### src/rtl/evm_pkg.sv
// Shared state type and helper functions for the evm_multi voting core.
package evm_pkg;

  typedef enum logic [1:0] {S_IDLE, S_ARMED, S_TALLY, S_DONE} state_t;

  // Width of an index into n candidates, never narrower than one bit.
  function automatic int idx_w(input int n);
    return (n < 2) ? 1 : $clog2(n);
  endfunction

  function automatic logic is_onehot(input logic [15:0] v);
    return $countones(v) == 1;
  endfunction

endpackage

### src/rtl/evm_tally_scan.sv
// Sequential max/tie scanner: walks one candidate tally per cycle while i_start is
// held; o_done marks the cycle in which the last candidate is folded in.
module evm_tally_scan
  import evm_pkg::*;
#(
  parameter int N_CAND = 4,
  parameter int CNT_W  = 8,
  localparam int IDX_W = idx_w(N_CAND)
) (
  input  logic                    clk,
  input  logic                    rst_n,
  input  logic                    i_start,
  input  logic [N_CAND*CNT_W-1:0] i_counts,
  output logic [IDX_W-1:0]        o_winner,
  output logic                    o_tie,
  output logic                    o_done
);

  logic [IDX_W-1:0] r_idx;
  logic [IDX_W-1:0] r_winner;
  logic [CNT_W-1:0] r_max;
  logic             r_tie;
  logic [CNT_W-1:0] w_cnt;

  always_comb begin
    w_cnt = '0;
    for (int i = 0; i < N_CAND; i++) begin
      if (r_idx == IDX_W'(i)) w_cnt = i_counts[i*CNT_W +: CNT_W];
    end
  end

  assign o_done   = i_start && (r_idx == IDX_W'(N_CAND - 1));
  assign o_winner = r_winner;
  assign o_tie    = r_tie;

  // Index 0 seeds the running max; later equal tallies only raise tie, so the lowest index wins.
  always_ff @(posedge clk or negedge rst_n) begin
    if (!rst_n) begin
      r_idx    <= '0;
      r_max    <= '0;
      r_winner <= '0;
      r_tie    <= 1'b0;
    end else if (!i_start) begin
      r_idx <= '0;
    end else begin
      r_idx <= r_idx + 1'b1;
      if (r_idx == '0) begin
        r_max    <= w_cnt;
        r_winner <= '0;
        r_tie    <= 1'b0;
      end else if (w_cnt > r_max) begin
        r_max    <= w_cnt;
        r_winner <= r_idx;
        r_tie    <= 1'b0;
      end else if (w_cnt == r_max) begin
        r_tie <= 1'b1;
      end
    end
  end

endmodule

### src/rtl/evm_multi.sv
// Electronic voting machine core: armed one-shot ballots, saturating tallies and a
// sequential winner scan on close. Define EVM_TIMEOUT_EN to expire idle armed ballots.
module evm_multi
  import evm_pkg::*;
#(
  parameter int N_CAND  = 4,
  parameter int CNT_W   = 8,
  parameter int TIMEOUT = 16,
  localparam int IDX_W  = idx_w(N_CAND),
  localparam int TOT_W  = CNT_W + idx_w(N_CAND)
) (
  input  logic                    clk,
  input  logic                    rst_n,
  input  logic                    i_voting_open,
  input  logic                    i_enable,
  input  logic [N_CAND-1:0]       i_vote,
  output logic                    o_ballot_ready,
  output logic                    o_vote_ack,
  output logic                    o_vote_err,
  output logic                    o_timeout,
  output logic [N_CAND*CNT_W-1:0] o_counts,
  output logic [TOT_W-1:0]        o_total,
  output logic [IDX_W-1:0]        o_winner,
  output logic                    o_tie,
  output logic                    o_result_valid
);

  state_t            r_state;
  logic              r_enable_q;
  logic [N_CAND-1:0] r_vote_q;
  logic [CNT_W-1:0]  r_cnt [N_CAND];
  logic [TOT_W-1:0]  r_total;
  logic              r_ballot_ready;
  logic              r_vote_ack;
  logic              r_vote_err;
  logic              r_result_valid;

  logic              w_enable_rise;
  logic [N_CAND-1:0] w_vote_rise;
  logic [15:0]       w_vote_ext;
  logic              w_vote_onehot;
  logic              w_vote_multi;
  logic              w_expire;
  logic              w_scan_done;

  assign w_enable_rise = i_enable & ~r_enable_q;
  assign w_vote_rise   = i_vote & ~r_vote_q;

  always_comb begin
    w_vote_ext = '0;
    w_vote_ext[N_CAND-1:0] = w_vote_rise;
  end

  assign w_vote_onehot = is_onehot(w_vote_ext);
  assign w_vote_multi  = (|w_vote_rise) && !w_vote_onehot;

  // Closing the poll takes priority over any press or expiry in the same cycle.
  always_ff @(posedge clk or negedge rst_n) begin
    if (!rst_n) begin
      r_state        <= S_IDLE;
      r_enable_q     <= 1'b0;
      r_vote_q       <= '0;
      r_total        <= '0;
      r_ballot_ready <= 1'b0;
      r_vote_ack     <= 1'b0;
      r_vote_err     <= 1'b0;
      r_result_valid <= 1'b0;
      for (int i = 0; i < N_CAND; i++) r_cnt[i] <= '0;
    end else begin
      r_enable_q <= i_enable;
      r_vote_q   <= i_vote;
      r_vote_ack <= 1'b0;
      r_vote_err <= 1'b0;
      case (r_state)
        S_IDLE: begin
          if (!i_voting_open) begin
            r_state <= S_TALLY;
          end else if (w_enable_rise) begin
            r_state        <= S_ARMED;
            r_ballot_ready <= 1'b1;
          end
        end
        S_ARMED: begin
          if (!i_voting_open) begin
            r_state        <= S_TALLY;
            r_ballot_ready <= 1'b0;
          end else if (w_vote_onehot) begin
            for (int i = 0; i < N_CAND; i++) begin
              if (w_vote_rise[i] && r_cnt[i] != '1) r_cnt[i] <= r_cnt[i] + 1'b1;
            end
            if (r_total != '1) r_total <= r_total + 1'b1;
            r_vote_ack     <= 1'b1;
            r_ballot_ready <= 1'b0;
            r_state        <= S_IDLE;
          end else if (w_expire) begin
            r_ballot_ready <= 1'b0;
            r_state        <= S_IDLE;
          end else if (w_vote_multi) begin
            r_vote_err <= 1'b1;
          end
        end
        S_TALLY: begin
          if (w_scan_done) begin
            r_state        <= S_DONE;
            r_result_valid <= 1'b1;
          end
        end
        S_DONE: begin
          if (i_voting_open) begin
            r_state        <= S_IDLE;
            r_result_valid <= 1'b0;
          end
        end
        default: r_state <= S_IDLE;
      endcase
    end
  end

`ifdef EVM_TIMEOUT_EN
  localparam int TMR_W = $clog2(TIMEOUT + 1);
  logic [TMR_W-1:0] r_timer;
  logic             r_timeout;

  assign w_expire  = (r_state == S_ARMED) && (r_timer <= TMR_W'(1));
  assign o_timeout = r_timeout;

  // Loaded on arming and never reloaded by a rejected press.
  always_ff @(posedge clk or negedge rst_n) begin
    if (!rst_n) begin
      r_timer   <= '0;
      r_timeout <= 1'b0;
    end else begin
      r_timeout <= w_expire && i_voting_open && !w_vote_onehot;
      if (r_state == S_IDLE && i_voting_open && w_enable_rise) begin
        r_timer <= TMR_W'(TIMEOUT);
      end else if (r_state == S_ARMED && r_timer != '0) begin
        r_timer <= r_timer - 1'b1;
      end
    end
  end
`else
  logic [31:0] w_unused_timeout;
  assign w_unused_timeout = TIMEOUT;
  assign w_expire  = 1'b0;
  assign o_timeout = 1'b0;
`endif

  evm_tally_scan #(
    .N_CAND (N_CAND),
    .CNT_W  (CNT_W)
  ) u_scan (
    .clk      (clk),
    .rst_n    (rst_n),
    .i_start  (r_state == S_TALLY),
    .i_counts (o_counts),
    .o_winner (o_winner),
    .o_tie    (o_tie),
    .o_done   (w_scan_done)
  );

  always_comb begin
    o_counts = '0;
    for (int i = 0; i < N_CAND; i++) o_counts[i*CNT_W +: CNT_W] = r_cnt[i];
  end

  assign o_total        = r_total;
  assign o_ballot_ready = r_ballot_ready;
  assign o_vote_ack     = r_vote_ack;
  assign o_vote_err     = r_vote_err;
  assign o_result_valid = r_result_valid;

endmodule

### config.mk
export PLATFORM = sky130hd
export DESIGN_NAME = evm_multi
export DESIGN_NICKNAME = d
export VERILOG_FILES = /design/src/rtl/evm_pkg.sv /design/src/rtl/evm_tally_scan.sv /design/src/rtl/evm_multi.sv
export SDC_FILE = /design/constraint.sdc
export NUM_CORES = 1
export LEC_CHECK = 0
export CAP_MARGIN = 20
export CORE_UTILIZATION = 45
export DETAILED_ROUTE_END_ITERATION = 12
export GPL_TIMING_DRIVEN = 0
export MAX_ROUTING_LAYER = met4
export PLACE_DENSITY = 0.72
export SYNTH_ARGS = -nofsm -noshare
export SYNTH_HDL_FRONTEND = slang
export SYNTH_SLANG_ARGS = --single-unit
export TNS_END_PERCENT = 50
### constraint.sdc
create_clock -name clk -period 3.1 [get_ports clk]
set_clock_uncertainty 0.2 [all_clocks]
set_input_delay 0.62 -clock clk [delete_from_list [all_inputs] [get_ports clk]]
set_output_delay 0.62 -clock clk [all_outputs]
set_load 0.05 [all_outputs]
; Word-level counts from Yosys, hierarchy flattened
; Index checks and enable logic that the tools add are counted.
[totals]
ff_bits = 66
[op_classes]
n_addsub = 9
magnitude_cmp = 1
n_eq_ne = 19
mux = 34
bitwise = 4
reduce_logical = 24
[ops]
columns = op, count
row1 = $mux 8, 6
row2 = $add 8x1->8 const B, 4
row3 = $ne 8x8->1 const B, 4
row4 = $reduce_and 4->1, 7
row5 = $mux 2, 9
row6 = $mux 1, 16
row7 = $add 10x1->10 const B, 1
row8 = $ne 10x10->1 const B, 1
row9 = $eq 2x2->1 const B, 4
row10 = $eq 8x8->1, 1
row11 = $gt 8x8->1, 1
row12 = $ne 2x2->1 const B, 4
row13 = $pmux 2 s4, 1
row14 = $logic_and 1x1->1, 6
row15 = $ne 3x3->1 const B, 2
row16 = $reduce_bool 2->1, 3
row17 = $add 1x1->2, 2
row18 = $and 4x4->4, 1
row19 = $eq 2x1->1 const B, 2
row20 = $logic_not 2->1, 2
row21 = $not 4->4, 1
row22 = $pmux 1 s2, 2
row23 = $reduce_and 2->1, 2
row24 = $reduce_or 4->1, 1
row25 = other kinds (8), 8

; Depth between registers and ports, before layout
; Gate-level depths: netlist of the first run.
[depth]
ltp_word = 11
depth_mapped = 14
ltp_nobuf = 12

; Hierarchy
; Synthesis of the first run repeated with hierarchy kept, for this count alone.
[hier_totals]
hier_cells = 353
area_unflattened_um2 = 3679.8
[modules_own_cells]
columns = module, instances, cells_per_inst, area_each_um2, seq_area_each_um2
row1 = evm_multi, 1, 232, 2592.5, 1326.3
row2 = evm_tally_scan, 1, 121, 1087.3, 325.3

; Worst setup path before layout of the first run
; OpenSTA, ideal clock, no wires.
[synth_path]
path_kind = input -> register
from = input i_vote[0]
to = register r_cnt, in the netlist o_counts[1]
setup_time_ns = 0.125
arrival_ns = 2.974
t_required_ns = 2.775
path_slack_ns = -0.199
stages = 9
path_buffers = 0
cell_sequence = nand2b_1 > inv_1 > fa_1 > ha_1 > ha_1 > nor3b_4 > nand2_4 > a311oi_4 > mux2_2
[synth_between]
elab_chain_len = 5
[synth_rtl]
columns = element, line_no
row1 = "start, declared", evm_multi.sv:16  ; input logic [N_CAND-1:0] i_vote,
row2 = $and 4x4->4 *, evm_multi.sv:47  ; assign w_vote_rise = i_vote & ~r_vote_q;
row3 = $add 1x1->2 (not written as such), evm_pkg.sv:12  ; return $countones(v) == 1;
row4 = $add 2x2->3 (not written as such), evm_pkg.sv:12
row5 = $eq 3x1->1, evm_pkg.sv:12
row6 = $reduce_and 4->1 (no source line) *, -
row7 = "end, declared", evm_multi.sv:31  ; logic [CNT_W-1:0] r_cnt [N_CAND];
; Mark *: on every way between the ends. The rest lies on a longest branch, timed or not.
; A chain may end at the register's enable or synchronous reset.

; Final worst setup path of the first run
[layout_path]
from = register u_scan.r_idx[1]
to = register u_scan.r_max[5]
[layout_between]
elab_chain_len = 8
[layout_rtl]
columns = element, line_no
row1 = "start, declared", evm_tally_scan.sv:19  ; logic [IDX_W-1:0] r_idx;
row2 = "start signal, assigned", evm_tally_scan.sv:46  ; r_idx <= r_idx + 1'b1;
row3 = $logic_not 2->1, evm_tally_scan.sv:28  ; if (r_idx == IDX_W'(i)) w_cnt = i_counts[i*CNT_W +: CNT_W];
row4 = $mux 8 (3 in a row), evm_tally_scan.sv:28
row5 = $mux 8 *, evm_tally_scan.sv:28
row6 = net u_scan.w_cnt[5], evm_tally_scan.sv:23  ; logic [CNT_W-1:0] w_cnt;
row7 = $gt 8x8->1, evm_tally_scan.sv:51  ; end else if (w_cnt > r_max) begin
row8 = $reduce_bool 2->1 (no source line), -
row9 = $reduce_and 2->1 (no source line), -
row10 = "end signal, assigned", evm_tally_scan.sv:48  ; r_max <= w_cnt;
row11 = "end signal, assigned", evm_tally_scan.sv:52  ; r_max <= w_cnt;
row12 = "end, declared", evm_tally_scan.sv:21  ; logic [CNT_W-1:0] r_max;
; The timed path passes the listed nets; every way through them passes the cells marked *. The select of a mux whose other input is x is not followed.

==> key figures, run 1 <==
Finish
  • Area Overhead vs Synth: 38.2%
  • Final Util: 64.9%
  • Commonest cells after routing, fill and taps aside: 65 x dfrtp_1, 52 x clkdlybuf4s50_1, 33 x nand2_1
  • Nets: 440
  • Commonest non-fill, non-tap cell in the layout: dfrtp_1
  • Layout cells sized above 1: about a quarter
  • Diode count: 0

Synth
  • Distinct cells, synth: 46
  • Sequential fraction of the synthesis area: a little under half
  • Gate Count Post-Synth: ~320
  • Mapped Nets: 350
  • Synth Area per Inst: approximately 11 um2
  • Post-synth top area share: roughly 48%
  • Number of synthesized flops with an enable pin: 0
  • Top post-synthesis cells by area: dfrtp_1 48%, ha_1 7.3%, xnor2_1 5.6%
  • Syn. warnings: 0
  • Ys flop type: dfrtp_1
  • Post-synth top area cell: dfrtp_1
  • Mapped cell area: around 3400 um2
  • FFs w/ async S/R, synth: 100%
  • #FFs+latches synth: 66

Power
  • Static leakage: between 2 and 2.5 nW
  • Worst VDD drop: ~0.64 mV
  • PwrDens: slightly above 700 nW/um2
  • Total power: ~3.4 mW

Critical path
  • Crit path DAT: approximately 3.2 ns
  • Crit-path most repeated cell: a21oi_2
  • CP Max Fanout: 8
  • Setup Crit Path Kind: reg -> reg
  • CP max-delay cell: dfrtp_1
  • Reg2Reg Depth: 14
  • Worst setup SP type: flip-flop
  • R2r setup slk: -0.12 ns
  • CP required: between 3 and 4 ns
  • Largest stage delay, worst path: 0.39 ns
  • Setup crit end kind: flip-flop
  • Crit-path cells: inv_2, ha_4, buf_8, nand3b_1, a21oi_2, a21oi_2, o21ai_2, ha_1, a21oi_1, o21a_1, nor2_2, o31a_1, buf_6, mux2_4

Routing
  • Final ANT Viol Nets: 0
  • Final WL: 8280 um
  • First-pass DRT Iterations: 4
  • # DRC: 0
  • Via Count: approximately 2,700
  • Initial DRC Count: 124
  • WL per Instance: 16.1 um
  • Routed vias/inst: between 5 and 6

Global routing
  • Initial antenna violation count: 0
  • Gr usage total: about 23%
  • Number of global-route vias before repair: between 2,000 and 3,000
  • First-pass GRT wire length: 12,900 um
  • Largest net degree at the start of global routing: between 60 and 70
  • Grt ovf: 0

STA
  • Final Worst Setup Slack: -0.117 ns
  • Final setup violation count: 8
  • Achievable Freq: around 310 MHz
  • Crit path time final: approximately 3.2 ns
  • Final worst-path cycle share: 104%
  • RSZ-0062 raised after global routing: yes
  • Worst slew pin tran: between 0.8 and 0.9 ns
  • Slew Viols, Final: 0
  • Worst relative slew slack: 43.8%
  • Final TNS setup: -0.822 ns
  • Final Hold Fails: 0

Clocking
  • CTS Hold Bufs: 0
  • Worst-path clk slew: roughly 0.07 ns
  • Sinks on Clock Net: 66
  • Number of CTS-inserted buffers: 9
  • CTS tree: built
  • H-tree levels: 3
  • Longest Clk Path Bufs: 2
  • Clk_lat worst skew: roughly 0.34 ns
  • Root buf cell: clkbuf_8

Floorplanning
  • Overall die width: 89.5 um
  • I/O Pins: 58
  • Core area: roughly 7300 um2
  • Die ar.: roughly 8000 um2
  • Starting Density: between 40% and 50%
  • Site row count: 31
  • Die Y: 89.5 um

Placed design
  • Port bufs: 56
  • GP Congestion: 0.829
  • Post-DP HPWL: 5430 um

Status
  • Violated checks: setup timing
  • Outcome: complete, but fails checks

Flow run
  • Max-cap check violation count: 0

Hold path
  • Worst Hold Class: in -> async
sequential cells by signal, indices dropped and copies added (netlist names):
| register | count |
|---|---|
| r_enable_q | 1 |
| o_counts | 32 |
| o_ballot_ready | 1 |
| u_scan.r_max | 8 |
| r_vote_q | 4 |
| u_scan.r_idx | 2 |
| o_vote_ack | 1 |
| o_total | 10 |
| u_scan.o_tie | 1 |
| o_vote_err | 1 |
| u_scan.o_winner | 2 |
| o_result_valid | 1 |
| r_state | 2 |
cells by family (layout without fill, tap and decap cells):
group | after synthesis | count (layout) | share of synthesized area [%]
XOR/XNOR | 34 | 34 | 8.65
buffers and inverters | 25 | 120 | 3.20
other | 1 | 1 | 0.109
AO/OA/AOI/OAI | 51 | 51 | 10.4
AND/OR/NAND/NOR | 110 | 110 | 17.6
adder cells (fa/ha/maj) | 21 | 21 | 7.85
flip-flops | 66 | 66 | 48.0
multiplexers | 13 | 13 | 4.22
final timing paths:
| kind | start | end |
|---|---|---|
| worst max-delay path | u_scan.r_idx[1]$_DFF_PN0_ | u_scan.r_max[5]$_DFFE_PN0P_ |
| worst min-delay path | rst_n | o_total[3]$_DFFE_PN0P_ |
| max in group asynchronous | rst_n | u_scan.r_idx[0]$_DFF_PN0_ |
| min in group clk | i_vote[0] | r_vote_q[0]$_DFF_PN0_ |
| worst min register to register | o_total[7]$_DFFE_PN0P_ | o_total[7]$_DFFE_PN0P_ |
| worst max register to register | u_scan.r_idx[1]$_DFF_PN0_ | u_scan.r_max[5]$_DFFE_PN0P_ |
routing by layer:
layer,wire length [um],vias to the layer above,global-route usage [%],part of all wire (%)
met5,0,-,-,0
met1,3770,1348,28.2,46
met2,4090,66,36.5,49
met4,130,0,9.38,1.6
li1,-,1315,-,-
met3,292,14,3.51,3.5
area by class of cell:
| type | instances | area (um2) |
|---|---|---|
| Fill cell | 554 | 2570 |
| Multi-Input combinational cell | 230 | 1890 |
| Sequential cell | 66 | 1650 |
| Timing Repair Buffer | 80 | 743 |
| Clock buffer | 14 | 163 |
| Tap cell | 99 | 124 |
| Buffer | 8 | 87.6 |
| Inverter | 16 | 62.6 |
| Clock inverter | 2 | 35.0 |
worst max-delay path, delay by kind of cell (launching register included):
kind                     cells  cell delay [ns]
AO/OA/AOI/OAI                6             1.09
adder cells (fa/ha/maj)      2             0.47
flip-flops                   1             0.39
buffers and inverters        3             0.38
multiplexers                 1             0.30
AND/OR/NAND/NOR              2             0.27
through the flow:
stage	std cells	hold WS (ns)	worst slack [ns]	cell area [um2]
after floorplan	321	0.124	-0.00445	3480
after global placement	476	0.275	-0.991	4160
after detailed placement	476	0.281	-0.801	4160
after CTS	510	0.210	-0.0434	4660
after global routing	515	0.233	-0.231	4760
final	515	0.179	-0.117	4760
power breakdown:
group	internal [mW]	switching, mW	total (mW)	leakage [nW]
clock network	0.416	0.315	0.731	0.101
registers	0.957	0.0989	1.06	0.880
logic	0.735	0.846	1.58	1.16
total	2.11	1.26	3.37	2.14
cell usage after synthesis, types with 2 or more instances:
cell type / number
nor4b_1: 2
o21a_1: 2
nand2_1: 34
nor2b_1: 10
nor2_1: 12
nor3_1: 5
nand3b_1: 6
nand4_1: 16
or2b_1: 2
xor2_1: 12
and2_1: 2
xnor2_1: 22
buf_4: 2
a221o_1: 2
o2111a_1: 3
o31ai_1: 3
a21oi_1: 17
dfrtp_1: 66
and3_1: 8
a221oi_1: 4
a211oi_1: 2
o21ai_0: 10
inv_1: 16
ha_1: 20
o211ai_1: 3
nand3_1: 5
clkbuf_1: 5
mux2_2: 12
timing repair:
action | in CTS | in global routing
cloned | 1 | 0
gates resized for setup | 49 | 21
pin swaps | 15 | 18
endpoints found under the setup margin | 52 | 25
buffers inserted | 18 | 5
No activity file was read; power rests on OpenSTA's default activity.
==> inputs of run 2 (changes only) <==
--- a/config.mk
+++ b/config.mk
@@ -9,8 +9,8 @@
 export CORE_UTILIZATION = 45
 export DETAILED_ROUTE_END_ITERATION = 12
 export GPL_TIMING_DRIVEN = 0
-export MAX_ROUTING_LAYER = met4
 export PLACE_DENSITY = 0.72
+export SKIP_CTS_REPAIR_TIMING = 1
 export SYNTH_ARGS = -nofsm -noshare
 export SYNTH_HDL_FRONTEND = slang
 export SYNTH_SLANG_ARGS = --single-unit
==> key figures, run 2 (synthesis gave the netlist of run 1 again) <==
Status
  • Violated checks: setup timing
  • Outcome: complete, but fails checks

Placed design
  • Post-DP HPWL: about 5400 um
  • Port bufs: between 50 and 60
  • GP Congestion: about 0.8
  • Placed instance count: between 400 and 500
  • Pre-CTS WS: -0.801 ns

Power
  • Psw: around 1.2 mW
  • Sequential share of power: 32.5%
  • Total power: ~3.3 mW
  • Clock group share of total power: around 22%
  • Sw frac: between 30% and 40%
  • Static leakage: ~2.1 nW
  • Worst VDD drop: ~0.57 mV
  • Int Pwr: around 2 mW
  • PwrDens: 690 nW/um2
  • Comb pwr share: between 40% and 50%

Clocking
  • Number of CTS-inserted buffers: 9
  • H-tree levels: 3
  • Longest Clk Path Bufs: 2
  • CTS tree: built
  • Sinks on Clock Net: 66
  • Clk_lat worst skew: 0.34 ns
  • Worst-path clk slew: about 0.07 ns
  • Root buf cell: clkbuf_8

Global routing
  • Initial antenna violation count: 0
  • Gr usage total: 20.0%
  • Number of global-route vias before repair: approximately 2,400
  • First-pass GRT wire length: approximately 12,000 um
  • Largest net degree at the start of global routing: 67
  • Grt ovf: 0

Finish
  • Diode count: 0
  • Commonest cells after routing, fill and taps aside: 65 x dfrtp_1, 52 x clkdlybuf4s50_1, 34 x nand2_1
  • Commonest non-fill, non-tap cell in the layout: dfrtp_1
  • Largest register FFs: 32
  • Layout cells sized above 1: a little under a quarter
  • Nets: about 430
  • Final Util: between 60 and 70%
  • Area Overhead vs Synth: 37.0%
  • Fin cells: ~510

Critical path
  • CP Max Fanout: 10
  • Worst setup SP type: flip-flop
  • Crit-path cells: inv_2, ha_4, buf_8, nand3b_1, a21oi_2, a21oi_2, o21ai_2, ha_1, nand4_1, nor2_2, a211oi_2, o31a_1, buf_6, mux2_2
  • Largest stage delay, worst path: ~0.40 ns
  • Crit path DAT: between 3 and 4 ns
  • Crit-path most repeated cell: a21oi_2
  • Worst r2r src: u_scan.r_idx[1]$_DFF_PN0_
  • R2r setup slk: -0.15 ns
  • Setup crit end kind: flip-flop
  • CP max-delay cell: dfrtp_1
  • CP required: roughly 3.1 ns
  • R2R Path End: u_scan.r_max[6]$_DFFE_PN0P_
  • CP top delay family: compound AO/OA/AOI/OAI gates
  • WP buf/inv: 3
  • Setup Crit Path Kind: reg -> reg
  • Reg2Reg Depth: 14

Floorplanning
  • I/O Pins: between 50 and 60
  • Die Y: between 80 and 90 um
  • Starting Density: a little under half
  • Site row count: 31
  • Die ar.: between 8000 and 9000 um2
  • Overall die width: approximately 89 um
  • Core area: ~7300 um2

STA
  • Final setup violation count: 8
  • Slew Viols, Final: 0
  • Crit path time final: about 3.3 ns
  • Achievable Freq: between 300 and 400 MHz
  • Final TNS setup: -1.03 ns
  • Final Hold Fails: 0
  • RSZ-0062 raised after global routing: yes
  • Worst slew pin tran: between 0.8 and 0.9 ns
  • Final Worst Setup Slack: -0.150 ns
  • Final worst-path cycle share: 105%
  • Worst relative slew slack: 44.0%

Hold path
  • Worst Hold Class: in -> async

Routing
  • Via Count: 2,761
  • Final WL: ~8300 um
  • First-pass DRT Iterations: 4
  • Routed vias/inst: between 5 and 6
  • Initial DRC Count: about 170
  • # DRC: 0
  • WL per Instance: between 15 and 20 um
  • Final ANT Viol Nets: 0

Flow run
  • Max-cap check violation count: 0
[run 2: cell count changes in the layout (fill, tap and decap cells not counted), sizes merged]
| cell | previous run | this run |
|---|---|---|
| clkdlybuf4s15 | 1 | 0 |
| clkbuf | 17 | 15 |
| buf | 31 | 26 |
| dlymetal6s2s | 0 | 3 |
| dlygate4sd2 | 1 | 0 |
[run 2: worst max path at each step]
stage | endpoint | slack, ns | cells past startpoint | start
5_1_grt | u_scan.r_max[6]$_DFFE_PN0P_ | -0.28 | 14 | u_scan.r_idx[1]$_DFF_PN0_
4_1_cts | u_scan.r_max[5]$_DFFE_PN0P_ | -0.63 | 14 | u_scan.r_idx[0]$_DFF_PN0_
3_3_place_gp | u_scan.r_max[1]$_DFFE_PN0P_ | -0.99 | 1 | rst_n
3_5_place_dp | o_counts[7]$_DFFE_PN0P_ | -0.80 | 10 | i_vote[3]
6_report | u_scan.r_max[6]$_DFFE_PN0P_ | -0.15 | 14 | u_scan.r_idx[1]$_DFF_PN0_
2_1_floorplan | u_scan.r_max[1]$_DFFE_PN0P_ | -0.004 | 14 | u_scan.r_idx[0]$_DFF_PN0_
[run 2: per-layer routing]
metal / routed length, um / global-route usage [%] / share of wire (%) / up-vias
li1: - / - / - / 1306
met3: 319 / 3.42 / 3.9 / 11
met4: 102 / 8.51 / 1.2 / 0
met5: 0 / 0 / 0 / -
met2: 4060 / 31.2 / 49 / 75
met1: 3780 / 27.4 / 46 / 1369
[run 2: metrics by stage]
stage | hold WS [ns] | area, um2
2_1_floorplan | 0.124 | 3480
3_3_place_gp | 0.275 | 4160
3_5_place_dp | 0.281 | 4160
4_1_cts | 0.211 | 4360
5_1_grt | 0.236 | 4710
6_report | 0.181 | 4710
[run 2: area by class of cell]
class / instances / area (um2)
Buffer: 8 / 86.3
Fill cell: 555 / 2620
Timing Repair Buffer: 74 / 726
Inverter: 16 / 62.6
Tap cell: 99 / 124
Clock buffer: 14 / 163
Multi-Input combinational cell: 230 / 1870
Clock inverter: 2 / 35.0
Sequential cell: 66 / 1650
[run 2: power by group through the flow]
| stage | combinational, mW | sequential [mW] | clock (mW) |
|---|---|---|---|
| detailed placement | 1.09 | 1.06 | 0 |
| global route | 1.57 | 1.07 | 0.785 |
| CTS | 1.11 | 1.04 | 0.741 |
| finish | 1.47 | 1.06 | 0.729 |
| floorplan | 0.619 | 1.23 | 0 |
| global placement | 1.07 | 1.06 | 0 |
==> inputs of run 3 (changes only) <==
--- a/config.mk
+++ b/config.mk
@@ -11,6 +11,7 @@
 export GPL_TIMING_DRIVEN = 0
 export PLACE_DENSITY = 0.72
 export SKIP_CTS_REPAIR_TIMING = 1
+export SLEW_MARGIN = 20
 export SYNTH_ARGS = -nofsm -noshare
 export SYNTH_HDL_FRONTEND = slang
 export SYNTH_SLANG_ARGS = --single-unit
==> key figures, run 3 (synthesis gave the netlist of run 1 again) <==
Status
  • Outcome: complete, but fails checks
  • Violated checks: setup timing

Critical path
  • CP Max Fanout: 10
  • Crit path DAT: 3.15 ns
  • Setup crit end kind: flip-flop
  • CP required: about 3.1 ns
  • Setup Crit Path Kind: reg -> reg
  • Worst setup SP type: flip-flop

Global routing
  • Number of global-route vias before repair: ~2,400
  • First-pass GRT wire length: 11,800 um
  • Initial antenna violation count: 0
  • Gr usage total: between 10% and 20%
  • Grt ovf: 0
  • Largest net degree at the start of global routing: 38

Routing
  • Final WL: 7820 um
  • # DRC: 0
  • Routed vias/inst: around 5.4
  • Final ANT Viol Nets: 0
  • First-pass DRT Iterations: 4
  • Initial DRC Count: around 130
  • Via Count: ~2,700
  • WL per Instance: 15.6 um

Placed design
  • GP Congestion: roughly 0.82
  • Port bufs: between 50 and 60
  • Placed inst area: roughly 4200 um2
  • Post-DP HPWL: approximately 5500 um

STA
  • Crit path time final: roughly 3.1 ns
  • Worst slew pin tran: 0.514 ns
  • Final worst-path cycle share: 101%
  • Final setup violation count: 7
  • Final Hold Fails: 0
  • Slew Viols, Final: 0
  • Worst relative slew slack: 65.6%
  • Achievable Freq: between 300 and 400 MHz
  • Final Worst Setup Slack: -0.0309 ns
  • Hold Slack: 0.00205 ns
  • RSZ-0062 raised after global routing: yes

Power
  • Static leakage: about 2.1 nW
  • PwrDens: between 600 and 700 nW/um2
  • Worst VDD drop: roughly 0.55 mV

Floorplanning
  • Overall die width: 89.5 um
  • Die ar.: 8000 um2
  • Core area: 7330 um2
  • Site row count: 31
  • Die Y: 89.5 um
  • Starting Density: approximately 47%
  • I/O Pins: 58

Finish
  • Multi-input gate area: around 1800 um2
  • Commonest non-fill, non-tap cell in the layout: dfrtp_1
  • Sequential standard cell area: roughly 1700 um2
  • Largest register FFs: 32
  • Fill cells: about 560
  • Post-route cell area: 4660 um2
  • Commonest cells after routing, fill and taps aside: 65 x dfrtp_1, 52 x clkdlybuf4s50_1, 34 x nand2_1
  • Area Overhead vs Synth: 35.4%
  • Nets: approximately 430
  • Layout cells sized above 1: approximately a fifth
  • Diode count: 0

Clocking
  • Worst-path clk slew: 0.07 ns
  • Number of CTS-inserted buffers: 9
  • CTS tree: built
  • Root buf cell: clkbuf_8
  • Longest Clk Path Bufs: 2
  • Sinks on Clock Net: 66
  • H-tree levels: 3
  • Clk_lat worst skew: about 0.34 ns

Flow run
  • Max-cap check violation count: 0

Hold path
  • Worst Hold Class: in -> async
## run 3: worst max-delay path, stage by stage, from the launching register on
cell,delay [ns]
dfrtp_1,0.38
inv_2,0.11
ha_4,0.18
buf_6,0.14
nand3b_1,0.13
a21oi_1,0.09
a21oi_1,0.15
o21ai_2,0.09
ha_1,0.31
nand4_1,0.21
nor2_4,0.22
nor2_2,0.08
o31a_1,0.30
buf_6,0.15
mux2_2,0.27
## run 3: final timing paths
kind                                            from                           to  slack, ns  cells after the start
max                        u_scan.r_idx[1]$_DFF_PN0_  u_scan.r_max[5]$_DFFE_PN0P_      -0.03                     14
max in group asynchronous                      rst_n    u_scan.r_idx[0]$_DFF_PN0_       2.15                      2
min                                            rst_n       o_total[4]$_DFFE_PN0P_      0.002                      1
max reg2reg                u_scan.r_idx[1]$_DFF_PN0_  u_scan.r_max[5]$_DFFE_PN0P_      -0.03                     14
min in group clk                           i_vote[3]        r_vote_q[3]$_DFF_PN0_       0.24                      1
min reg2reg                   o_total[7]$_DFFE_PN0P_       o_total[7]$_DFFE_PN0P_       0.29                      1
## run 3: layout make-up
type / count / share of cell area (%)
Inverter: 16 / 1.34
Tap cell: 99 / 2.66
Buffer: 8 / 1.56
Clock buffer: 13 / 3.41
Sequential cell: 66 / 35.5
Timing Repair Buffer: 69 / 14.7
Clock inverter: 2 / 1.29
Multi-Input combinational cell: 230 / 39.6
## run 3: power by group
| part | switching, mW | leakage [nW] | internal, mW |
|---|---|---|---|
| Combinational | 0.775 | 1.12 | 0.586 |
| Sequential | 0.0932 | 0.880 | 0.957 |
| Clock | 0.313 | 0.110 | 0.494 |
| Total | 1.18 | 2.11 | 2.04 |
## run 3: stage by stage
| stage | worst slack [ns] | utilization [%] | TNS, ns | power (mW) | instances |
|---|---|---|---|---|---|
| 3_3_place_gp | -0.991 | 56.8 | -94.35 | 2.13 | 476 |
| 6_report | -0.0309 | 63.6 | -0.138 | 3.22 | 503 |
| 3_5_place_dp | -0.803 | 57.0 | -32.56 | 2.16 | 477 |
| 2_1_floorplan | -0.00445 | - | -0.0312 | 1.85 | 321 |
| 5_1_grt | -0.192 | 63.6 | -1.29 | 3.39 | 503 |
| 4_1_cts | -0.616 | 60.0 | -17.68 | 2.97 | 492 |
## run 3: layer usage
metal,vias up,routed length (um),track usage [%]
met5,-,0,0
met4,0,129,8.80
met3,11,241,3.51
met2,58,3730,31.6
met1,1351,3730,27.0
li1,1292,-,-
